==> src/rtl/timer_array_if.sv <==
// Bus slave interface for timer_array: word-addressed read/write port with
// byte enables and a combinational read-data return.
interface timer_array_if;
    logic [31:0] address;
    logic        read;
    logic        write;
    logic [31:0] data_wr;
    logic [3:0]  mask;
    logic [31:0] data_rd;
    logic [31:0] data_rd_2;
    logic        stall;

    modport master (
        output address, read, write, data_wr, mask,
        input  data_rd, data_rd_2, stall
    );

    modport slave (
        input  address, read, write, data_wr, mask,
        output data_rd, data_rd_2, stall
    );
endinterface

==> src/rtl/timer_array.sv <==
// timer_array: CHANNELS independent up-counters with compare match,
// auto-reload or one-shot mode, per-channel maskable interrupts ORed onto
// interrupt[IRQ_LINE], and an optional shared prescaler.
// Optional feature macro: TIMER_PRESCALER_EN (shared prescaler and PRESCALE
// register). Without it every cycle is a tick and PRESCALE reads 0.
// Register map, channel c: word 4c+0 COUNT, 4c+1 COMPARE, 4c+2 CTRL
// (bit0 EN, bit1 AUTO_RELOAD, bit2 IRQ_EN), 4c+3 STATUS (bit0 PENDING, W1C);
// word 4*CHANNELS PRESCALE.
module timer_array #(
    parameter int CHANNELS      = 4,
    parameter int COUNTER_WIDTH = 32,
    parameter int IRQ_LINE      = 3
) (
    input  logic          clk,
    input  logic          rst,
    timer_array_if.slave  bus,
    output logic [5:0]    interrupt
);

    localparam logic [5:0] PRESCALE_IDX = 6'(4 * CHANNELS);
    localparam logic [1:0] REG_COUNT    = 2'd0;
    localparam logic [1:0] REG_COMPARE  = 2'd1;
    localparam logic [1:0] REG_CTRL     = 2'd2;
    localparam logic [1:0] REG_STATUS   = 2'd3;

    logic [5:0] word_idx;
    logic [3:0] chan_sel;
    logic [1:0] reg_sel;
    logic       in_chan;

    assign word_idx = bus.address[7:2];
    assign chan_sel = word_idx[5:2];
    assign reg_sel  = word_idx[1:0];
    assign in_chan  = (word_idx < PRESCALE_IDX);

    // Upper and byte-offset address bits are decoded upstream.
    logic unused_addr;
    assign unused_addr = &{1'b0, bus.address[31:8], bus.address[1:0]};

    logic [COUNTER_WIDTH-1:0] count_q   [CHANNELS];
    logic [COUNTER_WIDTH-1:0] count_d   [CHANNELS];
    logic [COUNTER_WIDTH-1:0] compare_q [CHANNELS];
    logic [COUNTER_WIDTH-1:0] compare_d [CHANNELS];
    logic [CHANNELS-1:0]      en_q, en_d, auto_q, auto_d;
    logic [CHANNELS-1:0]      irq_en_q, irq_en_d, pending_q, pending_d;
    logic [CHANNELS-1:0]      match;
    logic                     irq_q, irq_d;
    logic                     tick;
    logic [31:0]              chan_wdata;

    // Byte-enable merge of write data onto an existing 32-bit value.
    function automatic logic [31:0] merge_bytes(input logic [31:0] old_v,
                                                input logic [31:0] new_v,
                                                input logic [3:0]  be);
        logic [31:0] res;
        res = old_v;
        for (int b = 0; b < 4; b++) begin
            if (be[b]) res[b*8 +: 8] = new_v[b*8 +: 8];
        end
        return res;
    endfunction

`ifdef TIMER_PRESCALER_EN
    logic [15:0] prescale_q, prescale_d, pcnt_q, pcnt_d;
    logic [31:0] pre_wdata;
    logic        prescale_wr;

    assign prescale_wr = bus.write && (word_idx == PRESCALE_IDX);

    // Prescaler: tick when pcnt reaches PRESCALE; a PRESCALE write restarts it and eats the tick.
    always_comb begin
        // NOTE: every combinationally assigned signal gets a default first so no path leaves it unassigned (no latch).
        prescale_d = prescale_q;
        pcnt_d     = pcnt_q + 16'd1;
        tick       = 1'b0;
        pre_wdata  = '0;
        if (prescale_wr) begin
            pre_wdata  = merge_bytes({16'h0, prescale_q}, bus.data_wr, bus.mask);
            prescale_d = pre_wdata[15:0];
            pcnt_d     = '0;
        end else if (pcnt_q == prescale_q) begin
            tick   = 1'b1;
            pcnt_d = '0;
        end
    end

    // Prescaler state registers.
    always_ff @(posedge clk or posedge rst) begin
        if (rst) begin
            prescale_q <= '0;
            pcnt_q     <= '0;
        end else begin
            prescale_q <= prescale_d;
            pcnt_q     <= pcnt_d;
        end
    end
`else
    assign tick = 1'b1;
`endif

    // Compare match per channel, only counted on an enabled tick.
    always_comb begin
        match = '0;
        for (int c = 0; c < CHANNELS; c++) begin
            match[c] = tick && en_q[c] && (count_q[c] == compare_q[c]);
        end
    end

    // Channel next state: tick behaviour first, then bus writes override it.
    always_comb begin
        chan_wdata = '0;
        irq_d      = |(pending_q & irq_en_q);
        for (int c = 0; c < CHANNELS; c++) begin
            count_d[c]   = count_q[c];
            compare_d[c] = compare_q[c];
            en_d[c]      = en_q[c];
            auto_d[c]    = auto_q[c];
            irq_en_d[c]  = irq_en_q[c];
            pending_d[c] = pending_q[c] | match[c];
            if (tick && en_q[c]) begin
                if (match[c]) begin
                    if (auto_q[c]) count_d[c] = '0;
                    else           en_d[c]    = 1'b0;
                end else begin
                    count_d[c] = count_q[c] + COUNTER_WIDTH'(1);
                end
            end
            if (bus.write && in_chan && (chan_sel == 4'(c))) begin
                case (reg_sel)
                    REG_COUNT: begin
                        chan_wdata = merge_bytes(32'(count_q[c]), bus.data_wr, bus.mask);
                        count_d[c] = chan_wdata[COUNTER_WIDTH-1:0];
                    end
                    REG_COMPARE: begin
                        chan_wdata   = merge_bytes(32'(compare_q[c]), bus.data_wr, bus.mask);
                        compare_d[c] = chan_wdata[COUNTER_WIDTH-1:0];
                    end
                    REG_CTRL: begin
                        if (bus.mask[0]) begin
                            en_d[c]     = bus.data_wr[0];
                            auto_d[c]   = bus.data_wr[1];
                            irq_en_d[c] = bus.data_wr[2];
                        end
                    end
                    REG_STATUS: begin
                        // A match on the same edge wins over the clear.
                        if (bus.mask[0] && bus.data_wr[0]) pending_d[c] = match[c];
                    end
                    default: ;
                endcase
            end
        end
    end

    // Channel and interrupt state registers.
    always_ff @(posedge clk or posedge rst) begin
        if (rst) begin
            // NOTE: the per-channel arrays are flip-flops, not RAM, so every entry is reset explicitly.
            for (int c = 0; c < CHANNELS; c++) begin
                count_q[c]   <= '0;
                compare_q[c] <= '0;
            end
            en_q      <= '0;
            auto_q    <= '0;
            irq_en_q  <= '0;
            pending_q <= '0;
            irq_q     <= 1'b0;
        end else begin
            // NOTE: sequential state uses non-blocking assignments so all flops update from pre-edge values.
            for (int c = 0; c < CHANNELS; c++) begin
                count_q[c]   <= count_d[c];
                compare_q[c] <= compare_d[c];
            end
            en_q      <= en_d;
            auto_q    <= auto_d;
            irq_en_q  <= irq_en_d;
            pending_q <= pending_d;
            irq_q     <= irq_d;
        end
    end

    // Read mux: combinational view of current state while read is high.
    always_comb begin
        bus.data_rd = '0;
        if (bus.read) begin
            if (in_chan) begin
                for (int c = 0; c < CHANNELS; c++) begin
                    if (chan_sel == 4'(c)) begin
                        case (reg_sel)
                            REG_COUNT:   bus.data_rd = 32'(count_q[c]);
                            REG_COMPARE: bus.data_rd = 32'(compare_q[c]);
                            REG_CTRL:    bus.data_rd = {29'h0, irq_en_q[c], auto_q[c], en_q[c]};
                            REG_STATUS:  bus.data_rd = {31'h0, pending_q[c]};
                            default:     bus.data_rd = '0;
                        endcase
                    end
                end
            end
`ifdef TIMER_PRESCALER_EN
            else if (word_idx == PRESCALE_IDX) begin
                bus.data_rd = {16'h0, prescale_q};
            end
`endif
        end
    end

    // Interrupt output: only IRQ_LINE is driven.
    always_comb begin
        interrupt           = '0;
        interrupt[IRQ_LINE] = irq_q;
    end

    assign bus.data_rd_2 = '0;
    assign bus.stall     = 1'b0;

endmodule

==> src/flat_wrapper.sv <==
// flat-port wrapper written by rule: the top's interface ports become plain ports
module timer_array_flat 
#(
    parameter int CHANNELS      = 4,
    parameter int COUNTER_WIDTH = 32,
    parameter int IRQ_LINE      = 3
)
  (clk, rst, interrupt, bus_address, bus_read, bus_write, bus_data_wr, bus_mask, bus_data_rd, bus_data_rd_2, bus_stall);
  timer_array_if bus_i ();
  input  logic clk;
  input  logic rst;
  output logic [5:0] interrupt;
  input wire logic [$bits(bus_i.address)-1:0] bus_address;
  input wire logic [$bits(bus_i.read)-1:0] bus_read;
  input wire logic [$bits(bus_i.write)-1:0] bus_write;
  input wire logic [$bits(bus_i.data_wr)-1:0] bus_data_wr;
  input wire logic [$bits(bus_i.mask)-1:0] bus_mask;
  output wire logic [$bits(bus_i.data_rd)-1:0] bus_data_rd;
  output wire logic [$bits(bus_i.data_rd_2)-1:0] bus_data_rd_2;
  output wire logic [$bits(bus_i.stall)-1:0] bus_stall;
  assign bus_i.address = bus_address;
  assign bus_i.read = bus_read;
  assign bus_i.write = bus_write;
  assign bus_i.data_wr = bus_data_wr;
  assign bus_i.mask = bus_mask;
  assign bus_data_rd = bus_i.data_rd;
  assign bus_data_rd_2 = bus_i.data_rd_2;
  assign bus_stall = bus_i.stall;
  timer_array #(.CHANNELS(CHANNELS), .COUNTER_WIDTH(COUNTER_WIDTH), .IRQ_LINE(IRQ_LINE)) u_core (.clk(clk), .rst(rst), .bus(bus_i), .interrupt(interrupt));
endmodule
==> config.mk <==
export PLATFORM = sky130hd
export DESIGN_NAME = timer_array_flat
export DESIGN_NICKNAME = d
export VERILOG_FILES = /design/src/rtl/timer_array_if.sv /design/src/rtl/timer_array.sv /design/src/flat_wrapper.sv
export SDC_FILE = /design/constraint.sdc
export NUM_CORES = 1
export LEC_CHECK = 0
export BUFFER_PORTS_ARGS = -buffer_cell sky130_fd_sc_hd__buf_2
export CORE_MARGIN = 4
export CORE_UTILIZATION = 47
export CTS_CLUSTER_SIZE = 16
export DETAILED_ROUTE_END_ITERATION = 10
export GPL_TIMING_DRIVEN = 0
export PLACE_DENSITY = 0.61
export RECOVER_POWER = 25
export SYNTH_ARGS = -nofsm -noshare
export SYNTH_HDL_FRONTEND = slang
export SYNTH_SLANG_ARGS = --single-unit
==> constraint.sdc <==
create_clock -name clk -period 12.3 [get_ports clk]
set_clock_uncertainty 0.2 [all_clocks]
set_input_delay 2.46 -clock clk [delete_from_list [all_inputs] [get_ports clk]]
set_output_delay 2.46 -clock clk [all_outputs]
set_load 0.1 [all_outputs]
==> metrics.txt <==
vias in the first global route=17100; worst setup path class=primary input to output port; Synth async-reset ratio=1.00; commonest non-fill, non-tap cell in the layout=dfrtp_1; R2R Path Start=u_core.count_q[112]; H-tree depth=2; sw power=1.45 mW; GRT overflow=0; Max Clk Rate=114 MHz; DRT Pass-1 Iters=5; PnR worst setup slack=3.56 ns; DRT iter0 DRCs=2133; root buf cell=clkbuf_16; switch share=0.405; clock latency on the worst-skew pair=0.54 ns; global-route wire length before repair=117 mm; final routed DRC violation total=0; setup bufs post-CTS=0; Area growth, synth to finish=11.9%; fillers=3701; GRT Overall Usage=0.362; fin crit share=0.710; CTS tree=yes; Yosys reg bits=273; PostCTS Resize Cnt=0; Mapped Area=18800 sq um; kind of end point of the critical path=output port; maximum vdd drop=0.000113 V; number of stages on the worst hold path=1; pwr dens=170 nW/um^2; Critical Path RT=9.64 ns; Final TNS setup=0 ns; Seq pwr share=0.360; Initial Util=0.480; Mapped Avg Cell Area=8.93 sq um; Crit Reg-Reg Endpoint=u_core.count_q[98]; failing checks=max-capacitance violations, max-slew violations; yosys warns=0; sequential share of the synthesized area=0.364; GPL Wtd Cong=1.02; Hold Fails Final Rpt=0; Clk network pwr share=0.274; Setup violations, final=0; via/cell ratio=6.50; Relative slew margins=-0.695; outcome=finished, violations left; layout cells sized above 1=0.146; CTS Buf Count=35; routed via count=18100; initial antenna violation count=1; Final Critical Period=8.74 ns; Comb power frac=0.366; Final Net Count=2327; CTS clk-pin slew, worst paths=0.05 ns; die area=43200 sq um; commonest non-fill, non-tap cells in the layout=dfrtp_1 (273), nor2_1 (194), mux2i_1 (154); hold_sp=u_core.compare_q[106]; Max-Cap Viols=1; Reg2Reg Setup Slack=8.68 ns; PortBufs=73; worst hold path class=flop to flop; hpwl dp=59.4 mm; # IOs=143; Die X=208 um; Sink Count=273; CP arrival=6.08 ns; Post-synth EDFFs=0; Longest Clk Path Bufs=3; Final Max Tran Viols=53; Die Span Y=208 um; Worst setup SP type=primary input; Post-CTS Hold Buffers=0; Hold Path End=u_core.compare_q[106]; WL final=80.8 mm; Synth cell types=74; largest net degree at the start of global routing=114; CP Cell Sequence=buf_2, buf_1, buf_1, mux2i_1, nor2_1, a21oi_1, a211oi_1, a21oi_1, a211oi_1, buf_2; Avg WL per Cell=29.0 um; crit-path max FO=10; CP peak stage delay=0.64 ns; actual slew at the worst max-slew pin=2.53 ns; cells on worst reg2reg path=9; internal power=2.12 mW; Post-Syn Instances=2102; FP Rows=72; Post-synth top flop=dfrtp_1; RSZ-0062 raised after global routing=false; CORE AREA=39100 sq um; leakage power=8.90 nW; Final ANT Viol Nets=0; pre-CTS setup slack=3.62 ns; Inserted Diodes=0; Crit-path slowest cell=buf_1
## cell families (layout without fill, tap and decap cells)
logic type                 count (synthesis)  after routing  share of synthesized area
muxes                                    297            297                      0.168
other                                      1             38                   0.000200
buffers and inverters                    223            353                     0.0540
adders and majority gates                  4              4                    0.00267
xor gates and xnor gates                 137            137                     0.0639
AOI/OAI and AO/OA                        437            437                      0.152
and+or+nand+nor                          730            730                      0.195
DFF                                      273            273                      0.364
## sequential cells by signal (all words and copies together), names as in the netlist
register and count:
u_core.compare_q 128, u_core.count_q 128, u_core.auto_q 4, u_core.en_q 4, u_core.irq_en_q 4, u_core.pending_q 4, u_core.irq_q 1
## how the worst max path moves through the flow
stage	from	endpoint	cells past startpoint
2_1_floorplan	rst	u_core.auto_q[0]	1
3_3_place_gp	rst	u_core.count_q[81]	2
6_report	bus_address[3]	bus_data_rd[1]	10
3_5_place_dp	bus_address[3]	bus_data_rd[1]	10
5_1_grt	bus_address[3]	bus_data_rd[1]	10
4_1_cts	bus_address[3]	bus_data_rd[1]	10
## area by class of cell
class	count	area, sq um	area share
Clock inverter	3	40.0	0.00190
Clock buffer	52	992	0.0472
Buffer	203	938	0.0446
Multi-Input combinational cell	1643	11100	0.527
Tap cell	518	648	0.0308
Inverter	20	76.3	0.00363
Sequential cell	273	6830	0.325
Timing Repair Buffer	75	420	0.0200
## worst max-delay path, delay by kind of cell
family	cells	cell delay, ns
AO/OA/AOI/OAI	4	1.41
AND/OR/NAND/NOR	1	0.12
buffers and inverters	4	1.91
multiplexers	1	0.16
## metrics by stage
stage	total power [mW]	util	instances	hold WS [ns]	instance area, sq um
2_1_floorplan	2.13	-	2139	0.269	18900
3_3_place_gp	2.54	0.510	2730	0.327	19900
3_5_place_dp	2.56	0.511	2732	0.329	20000
4_1_cts	3.54	0.538	2787	0.340	21000
5_1_grt	3.73	0.538	2787	0.356	21000
6_report	3.57	0.538	2787	0.352	21000
## routing by layer
metal / wire, um / GRT usage / up-vias
met5: 0 / 0 / -
met1: 33400 / 0.508 / 9022
met3: 8110 / 0.0732 / 187
met4: 4910 / 0.181 / 0
li1: - / - / 7922
met2: 34400 / 0.532 / 985
## cell usage after synthesis (all sizes together) (4+ instances only)
library cell    n  share of area
nor4           20         0.0073
and4            7         0.0034
a21oi          62          0.017
nand2b         15         0.0050
nand3b         18         0.0072
and2           43          0.014
nor2          194          0.039
nor3b          11         0.0047
o311ai          9         0.0042
or3            14         0.0047
o211ai         23         0.0092
mux2          143          0.086
a211oi         12         0.0048
a22o            5         0.0023
nand2         153          0.031
a22oi          32          0.013
o31ai          12         0.0048
a221oi          7         0.0033
dfrtp         273           0.36
a21boi          5         0.0020
nor2b           8         0.0027
nor3           26         0.0075
nand3          99          0.026
xnor2         120          0.056
o21ai          99          0.027
a221o          23          0.012
or4             5         0.0020
ha              4         0.0027
inv            17         0.0034
xor2           17         0.0079
o22ai          82          0.027
clkbuf        135          0.027
or2             5         0.0017
nand4          61          0.020
a21o            9         0.0036
a31oi          29         0.0097
and3           42          0.015
buf            68          0.023
mux2i         154          0.082
## power groups by stage
stage / Combinational, mW / Sequential, mW / Clock [mW]
global placement: 1.26 / 1.28 / 0
floorplan: 0.907 / 1.22 / 0
finish: 1.31 / 1.28 / 0.978
detailed placement: 1.27 / 1.29 / 0
global route: 1.40 / 1.30 / 1.02
CTS: 1.28 / 1.27 / 0.988
Note: power is estimated with default switching activity, not from simulation.
